==> config.mk <==
export PLATFORM = sky130hd
export DESIGN_NAME = uart_rx_ctrl_flat
export DESIGN_NICKNAME = d
export VERILOG_FILES = /design/src/rtl/uart_pkg.sv /design/src/rtl/uart_rx_ctrl_if.sv /design/src/rtl/uart_rx_watchdog.sv /design/src/rtl/uart_rx_ctrl.sv /design/src/flat_wrapper.sv
export SDC_FILE = /design/constraint.sdc
export NUM_CORES = 1
export LEC_CHECK = 0
export CORE_MARGIN = 2
export CORE_UTILIZATION = 45
export CTS_BUF_LIST = sky130_fd_sc_hd__clkbuf_16
export DETAILED_ROUTE_END_ITERATION = 8
export PLACE_DENSITY_LB_ADDON = 0.2
export SYNTH_ARGS = -nofsm -noshare
export SYNTH_HDL_FRONTEND = slang
export SYNTH_SLANG_ARGS = --single-unit
==> constraint.sdc <==
create_clock -name clk -period 4.55 [get_ports clk]
set_input_delay 0.455 -clock clk [delete_from_list [all_inputs] [get_ports clk]]
set_output_delay 0.455 -clock clk [all_outputs]
set_load 0.05 [all_outputs]
==> src/rtl/uart_pkg.sv <==
// Shared definitions for the UART receive controller: config width, watchdog
// width, FSM state encoding and the per-baud bit-period table.
package uart_pkg;

  localparam int unsigned CFG_W = 6;
  localparam int unsigned WD_W  = 23;
  localparam int unsigned BP_W  = 19;

  typedef enum logic [1:0] {
    IDLE     = 2'd0,
    RECV     = 2'd1,
    WAIT_CLR = 2'd2
  } state_e;

  // Bit period in system clocks (100 MHz) for each baud select code.
  function automatic logic [BP_W-1:0] bit_period(input logic [3:0] baud);
    case (baud)
      4'h0:    return 19'd333333;
      4'h1:    return 19'd83333;
      4'h2:    return 19'd41667;
      4'h3:    return 19'd20833;
      4'h4:    return 19'd10417;
      4'h5:    return 19'd5208;
      4'h6:    return 19'd2604;
      4'h7:    return 19'd1736;
      4'h8:    return 19'd868;
      4'h9:    return 19'd434;
      4'hA:    return 19'd217;
      4'hB:    return 19'd109;
      default: return 19'd333333;
    endcase
  endfunction

endpackage

==> src/rtl/uart_rx_ctrl_if.sv <==
// Host and engine signal bundle for uart_rx_ctrl; slave is the controller side.
interface uart_rx_ctrl_if;
  import uart_pkg::*;

  logic             cfg_wr;
  logic [CFG_W-1:0] cfg_data;
  logic             cfg_pending;
  logic [3:0]       baud;
  logic             eight;
  logic             pen;
  logic             eng_start;
  logic             eng_done;
  logic [7:0]       eng_data;
  logic             eng_perr;
  logic             eng_ferr;
  logic             rd;
  logic [7:0]       rx_data;
  logic             rxrdy;
  logic             ovf;
  logic             perr;
  logic             ferr;
  logic             irq;

  modport master (
    output cfg_wr, cfg_data, eng_start, eng_done, eng_data, eng_perr, eng_ferr, rd,
    input  cfg_pending, baud, eight, pen, rx_data, rxrdy, ovf, perr, ferr, irq
  );

  modport slave (
    input  cfg_wr, cfg_data, eng_start, eng_done, eng_data, eng_perr, eng_ferr, rd,
    output cfg_pending, baud, eight, pen, rx_data, rxrdy, ovf, perr, ferr, irq
  );

endinterface

==> src/rtl/uart_rx_watchdog.sv <==
// Loadable down-counter that flags a frame which never produced DONE.
module uart_rx_watchdog
  import uart_pkg::*;
(
  input  logic            clk,
  input  logic            rst,
  input  logic            load,
  input  logic            en,
  input  logic [WD_W-1:0] load_val,
  output logic            zero_c
);

  logic [WD_W-1:0] cnt;

  always_ff @(posedge clk or negedge rst) begin
    if (!rst)                  cnt <= '0;
    else if (load)             cnt <= load_val;
    else if (en && cnt != '0)  cnt <= cnt - WD_W'(1);
  end

  assign zero_c = (cnt == '0);

endmodule

==> src/rtl/uart_rx_ctrl.sv <==
// UART receive sequencing/host controller. Optional sticky parity/framing
// error flags are built when UART_RX_ERR_EN is defined.
module uart_rx_ctrl
  import uart_pkg::*;
#(
  parameter logic [CFG_W-1:0] RST_CFG  = 6'b1011_1_0,
  parameter int unsigned      TMO_BITS = 12
) (
  input  logic           clk,
  input  logic           rst,
  uart_rx_ctrl_if.slave  bus
);

  localparam logic [1:0] S_IDLE     = IDLE;
  localparam logic [1:0] S_RECV     = RECV;
  localparam logic [1:0] S_WAIT_CLR = WAIT_CLR;

  logic [1:0]       state;
  logic [1:0]       state_nxt;
  logic             capture_c;
  logic             accept_c;
  logic             apply_c;
  logic             wd_load_c;
  logic             wd_en_c;
  logic             wd_zero_c;
  logic [WD_W-1:0]  wd_val_c;
  logic [CFG_W-1:0] shadow;

  always_ff @(posedge clk or negedge rst) begin
    if (!rst) state <= S_IDLE;
    else      state <= state_nxt;
  end

  always_comb begin
    state_nxt = state;
    capture_c = 1'b0;
    apply_c   = 1'b0;
    wd_load_c = 1'b0;
    wd_en_c   = 1'b0;
    case (state)
      S_IDLE: begin
        if (bus.eng_start) begin
          state_nxt = S_RECV;
          wd_load_c = 1'b1;
        end else begin
          apply_c = 1'b1;
        end
      end
      S_RECV: begin
        if (bus.eng_done) begin
          capture_c = 1'b1;
          state_nxt = S_WAIT_CLR;
        end else if (wd_zero_c) begin
          state_nxt = S_IDLE;
        end else begin
          wd_en_c = 1'b1;
        end
      end
      S_WAIT_CLR: begin
        if (!bus.eng_done) state_nxt = S_IDLE;
      end
      default: state_nxt = S_IDLE;
    endcase
  end

  // A byte is accepted if the holding register is free or being read this cycle.
  assign accept_c = capture_c && (!bus.rxrdy || bus.rd);
  assign wd_val_c = WD_W'(TMO_BITS * 32'(bit_period(bus.baud)));

  uart_rx_watchdog u_wd (
    .clk      (clk),
    .rst      (rst),
    .load     (wd_load_c),
    .en       (wd_en_c),
    .load_val (wd_val_c),
    .zero_c   (wd_zero_c)
  );

  // Shadowed configuration; copied to the engine only between frames.
  always_ff @(posedge clk or negedge rst) begin
    if (!rst) begin
      shadow                       <= RST_CFG;
      {bus.baud, bus.eight, bus.pen} <= RST_CFG;
      bus.cfg_pending              <= 1'b0;
    end else begin
      if (apply_c) {bus.baud, bus.eight, bus.pen} <= shadow;
      if (bus.cfg_wr) begin
        shadow          <= bus.cfg_data;
        bus.cfg_pending <= 1'b1;
      end else if (apply_c) begin
        bus.cfg_pending <= 1'b0;
      end
    end
  end

  always_ff @(posedge clk or negedge rst) begin
    if (!rst) begin
      bus.rx_data <= '0;
      bus.rxrdy   <= 1'b0;
      bus.ovf     <= 1'b0;
      bus.irq     <= 1'b0;
    end else begin
      bus.irq <= capture_c;
      if (capture_c) begin
        if (accept_c) begin
          bus.rx_data <= bus.eng_data;
          bus.rxrdy   <= 1'b1;
          if (bus.rd) bus.ovf <= 1'b0;
        end else begin
          bus.ovf <= 1'b1;
        end
      end else if (bus.rd && bus.rxrdy) begin
        bus.rxrdy <= 1'b0;
        bus.ovf   <= 1'b0;
      end
    end
  end

`ifdef UART_RX_ERR_EN
  // A read alongside an accepted byte restarts the error history from that byte.
  always_ff @(posedge clk or negedge rst) begin
    if (!rst) begin
      bus.perr <= 1'b0;
      bus.ferr <= 1'b0;
    end else if (accept_c) begin
      bus.perr <= (bus.perr & ~bus.rd) | bus.eng_perr;
      bus.ferr <= (bus.ferr & ~bus.rd) | bus.eng_ferr;
    end else if (!capture_c && bus.rd && bus.rxrdy) begin
      bus.perr <= 1'b0;
      bus.ferr <= 1'b0;
    end
  end
`else
  logic unused_err;
  assign unused_err = bus.eng_perr | bus.eng_ferr;
  assign bus.perr   = 1'b0;
  assign bus.ferr   = 1'b0;
`endif

endmodule
==> src/flat_wrapper.sv <==
// flat-port wrapper written by rule: the top's interface ports become plain ports
module uart_rx_ctrl_flat import uart_pkg::*;
#(
  parameter logic [CFG_W-1:0] RST_CFG  = 6'b1011_1_0,
  parameter int unsigned      TMO_BITS = 12
)
  (clk, rst, bus_cfg_wr, bus_cfg_data, bus_eng_start, bus_eng_done, bus_eng_data, bus_eng_perr, bus_eng_ferr, bus_rd, bus_cfg_pending, bus_baud, bus_eight, bus_pen, bus_rx_data, bus_rxrdy, bus_ovf, bus_perr, bus_ferr, bus_irq);
  uart_rx_ctrl_if bus_i ();
  input  logic clk;
  input  logic rst;
  input wire logic [$bits(bus_i.cfg_wr)-1:0] bus_cfg_wr;
  input wire logic [$bits(bus_i.cfg_data)-1:0] bus_cfg_data;
  input wire logic [$bits(bus_i.eng_start)-1:0] bus_eng_start;
  input wire logic [$bits(bus_i.eng_done)-1:0] bus_eng_done;
  input wire logic [$bits(bus_i.eng_data)-1:0] bus_eng_data;
  input wire logic [$bits(bus_i.eng_perr)-1:0] bus_eng_perr;
  input wire logic [$bits(bus_i.eng_ferr)-1:0] bus_eng_ferr;
  input wire logic [$bits(bus_i.rd)-1:0] bus_rd;
  output wire logic [$bits(bus_i.cfg_pending)-1:0] bus_cfg_pending;
  output wire logic [$bits(bus_i.baud)-1:0] bus_baud;
  output wire logic [$bits(bus_i.eight)-1:0] bus_eight;
  output wire logic [$bits(bus_i.pen)-1:0] bus_pen;
  output wire logic [$bits(bus_i.rx_data)-1:0] bus_rx_data;
  output wire logic [$bits(bus_i.rxrdy)-1:0] bus_rxrdy;
  output wire logic [$bits(bus_i.ovf)-1:0] bus_ovf;
  output wire logic [$bits(bus_i.perr)-1:0] bus_perr;
  output wire logic [$bits(bus_i.ferr)-1:0] bus_ferr;
  output wire logic [$bits(bus_i.irq)-1:0] bus_irq;
  assign bus_i.cfg_wr = bus_cfg_wr;
  assign bus_i.cfg_data = bus_cfg_data;
  assign bus_i.eng_start = bus_eng_start;
  assign bus_i.eng_done = bus_eng_done;
  assign bus_i.eng_data = bus_eng_data;
  assign bus_i.eng_perr = bus_eng_perr;
  assign bus_i.eng_ferr = bus_eng_ferr;
  assign bus_i.rd = bus_rd;
  assign bus_cfg_pending = bus_i.cfg_pending;
  assign bus_baud = bus_i.baud;
  assign bus_eight = bus_i.eight;
  assign bus_pen = bus_i.pen;
  assign bus_rx_data = bus_i.rx_data;
  assign bus_rxrdy = bus_i.rxrdy;
  assign bus_ovf = bus_i.ovf;
  assign bus_perr = bus_i.perr;
  assign bus_ferr = bus_i.ferr;
  assign bus_irq = bus_i.irq;
  uart_rx_ctrl #(.RST_CFG(RST_CFG), .TMO_BITS(TMO_BITS)) u_core (.clk(clk), .rst(rst), .bus(bus_i));
endmodule
==> run metrics <==
clock buffer count from CTS 5; FF+latch count, synth 49; Worst setup EP type flip-flop; DP HPWL 5510 microns; CTS resizes 0; Total Neg Setup Slack 0 ns; CTS H-Tree Depth 2; Register Area between 1000 and 1500 sq um; number of vias per cell 5.44; Routed Wire Length 7380 microns; Worst Path Arrival 3.98 ns; io pins 42; status finished, final reports clean; router iterations before antenna repair 4; Setup CP Type reg -> reg; Synth Cell Area 3370 sq um; num rows 31; Critical Path RT around 4.7 ns; Final #Nets 451; Max-slew headroom 45.2%; Peak Freq 260 MHz; Ant. Diodes 0; hold bufs inserted after CTS 0; Startpoint Class flip-flop; number of global-route vias before repair 2,676; Post-Syn Area per Cell 9.06 sq um; number of max-cap violations 0; period utilization 84.5%; Synth Flop Type dfrtp_1; Skew-Pair Late Insertion Delay roughly 0.28 ns; Root Driver clkbuf_16; number of synthesized flops with an enable pin 0; GR Overflow Total 0; synthesized instance count 372; asr flop ratio synth 100%; via count between 2,000 and 3,000; die area a little over 8000 sq um; Max Slew Vio Count 0; Routed WL per cell 14.6 microns; input/output buffers 37; clk buf depth 2; pin count of the biggest net entering global routing 50; CP max FO 9; Metal-1 WL around 3700 microns; sequential fraction of the synthesis area 36.7%; YS warnings 0; Initial Util 46.5%; minimum clock period ~3.8 ns; first-pass GRT wire length 12,800 microns; DR top layer met4; DR iter-0 viols 96; ANT nets after route 0; ratio of cells with drive above 1 in the final layout 11.4%; Die Wd 90.5 microns; Worst-path clk slew 0.07 ns; Yosys cell types 51; final count of hold timing violations 0; RSZ-0062 raised after global routing false; multi-input logic area 1990 sq um; initial antenna violation count 0; Area Overhead vs Synth 17.1%; Setup violations, final 0; Fillers 698; Total GRT Usage 19.1%; routability cong. 0.846; worst hold path class in -> async; WL met2 roughly 3400 microns; final routed DRC violation total 0; Die Ht slightly above 90 microns; number of setup buffers added after CTS 0; core region area 7250 sq um; clk sink count just under 50; Worst Tran Pin Value 0.821 ns; CTS tree yes; met3 routed WL 257 microns; final clock skew ~0.0033 ns
-- synth_stat cells, types with 4 or more instances --
master | n | share of area, %
dfrtp_1 | 41 | 30
nand2_1 | 36 | 4.0
xor2_1 | 10 | 2.6
nor2_1 | 28 | 3.1
a211oi_1 | 4 | 0.89
o21a_1 | 4 | 0.89
nor2b_1 | 4 | 0.74
xnor2_1 | 15 | 3.9
nor4_1 | 6 | 1.1
nor3_1 | 12 | 1.8
ha_1 | 24 | 8.9
nand3_1 | 8 | 1.2
dfstp_2 | 8 | 6.2
mux2_2 | 17 | 5.7
o31ai_1 | 4 | 0.89
clkbuf_1 | 12 | 1.3
inv_1 | 18 | 2.0
a31oi_1 | 4 | 0.74
mux2i_1 | 4 | 1.2
a21o_1 | 4 | 0.89
o21ai_0 | 31 | 4.6
a21oi_1 | 29 | 4.3
-- path summary, 6_finish.rpt --
kind	startpoint	to	slack [ns]	cells past startpoint
worst min register to register	u_core.shadow[5]$_DFFE_PN1P_	u_core.bus.baud[3]$_DFFE_PN1P_	0.48	2
max in group asynchronous	rst	u_core.state[1]$_DFFE_PN0P_	3.86	2
worst max-delay path	u_core.bus.baud[1]$_DFFE_PN1P_	u_core.u_wd.cnt[20]$_DFFE_PN0P_	0.70	13
worst min-delay path	rst	u_core.bus.baud[2]$_DFFE_PN0P_	0.26	2
worst max register to register	u_core.bus.baud[1]$_DFFE_PN1P_	u_core.u_wd.cnt[20]$_DFFE_PN0P_	0.70	13
min in group clk	u_core.shadow[5]$_DFFE_PN1P_	u_core.bus.baud[3]$_DFFE_PN1P_	0.48	2
-- registers in the layout, indices dropped and copies added, names as in the netlist --
signal                  count
u_core.bus.rx_data          8
u_core.bus.rxrdy            1
u_core.u_wd.cnt            23
u_core.shadow               6
u_core.bus.cfg_pending      1
u_core.state                2
u_core.bus.irq              1
u_core.bus.ovf              1
u_core.bus.eight            1
u_core.bus.pen              1
u_core.bus.baud             4
-- layout make-up --
type	instances	share of cell area (%)
clock buffer	5	3.17
clock inverter	3	0.444
inverter	18	1.71
multi-input combinational	290	50.4
sequential	49	31.3
tap	99	3.14
timing repair buffer	40	9.83
-- cell families after synthesis --
kind of cell | after synthesis | synth area share [%]
DFF | 49 | 36.7
xor gates and xnor gates | 25 | 6.50
buffers and inverters | 34 | 4.45
AOI/OAI and AO/OA | 103 | 19.3
muxes | 21 | 6.87
other | 1 | 0.111
and+or+nand+nor | 114 | 16.6
adders and majority gates | 25 | 9.50
-- per-stage QoR --
stage          utilization (%)  hold WS, ns  cell area (sq um)  cells  setup WS, ns
2_1_floorplan                -        0.159               3370    373          1.04
3_3_place_gp              52.4        0.468               3800    496         0.729
3_5_place_dp              52.4        0.477               3800    496         0.715
4_1_cts                   54.4        0.289               3950    504         0.688
5_1_grt                   54.4        0.331               3950    504         0.366
6_report                  54.4        0.262               3950    504         0.704
-- cells in the final DEF, fill, tap and decap left out, drive strengths merged, types with 3 or more instances in the layout --
master	count
a31o	3
xnor2	15
nor2b	4
nand2b	3
mux2	17
buf	4
nor3	12
o31ai	4
inv	20
nand2	36
a21o	4
o21a	4
a21boi	3
xor2	10
o211ai	3
a31oi	4
or3	3
nor2	28
nand3	8
a211oi	5
a21oi	29
nor4	7
mux2i	4
o21ai	32
dfstp	8
ha	24
clkdlybuf4s50	36
dfrtp	41
or4	4
clkbuf	5
or2	3
-- worst max-delay path, cell delays in order, from the launching register on --
cell and delay [ns]:
dfstp_2 0.63, inv_1 0.16, ha_1 0.35, nand2_1 0.10
nand2_1 0.05, o21ai_0 0.29, ha_1 0.30, a211oi_1 0.31
o211ai_1 0.18, a2111oi_0 0.62, o31ai_1 0.22, a21oi_1 0.26
xnor2_1 0.15, a21oi_1 0.08
-- per-layer routing --
layer  track usage [%]  vias up
li1                  -     1390
met5                 0        -
met1              27.4     1302
met4              5.38        0
met2              29.2       42
met3              3.76        8
Power is not shown: default switching activity piles up to over one toggle a cycle in this logic, so the estimate is an artifact.
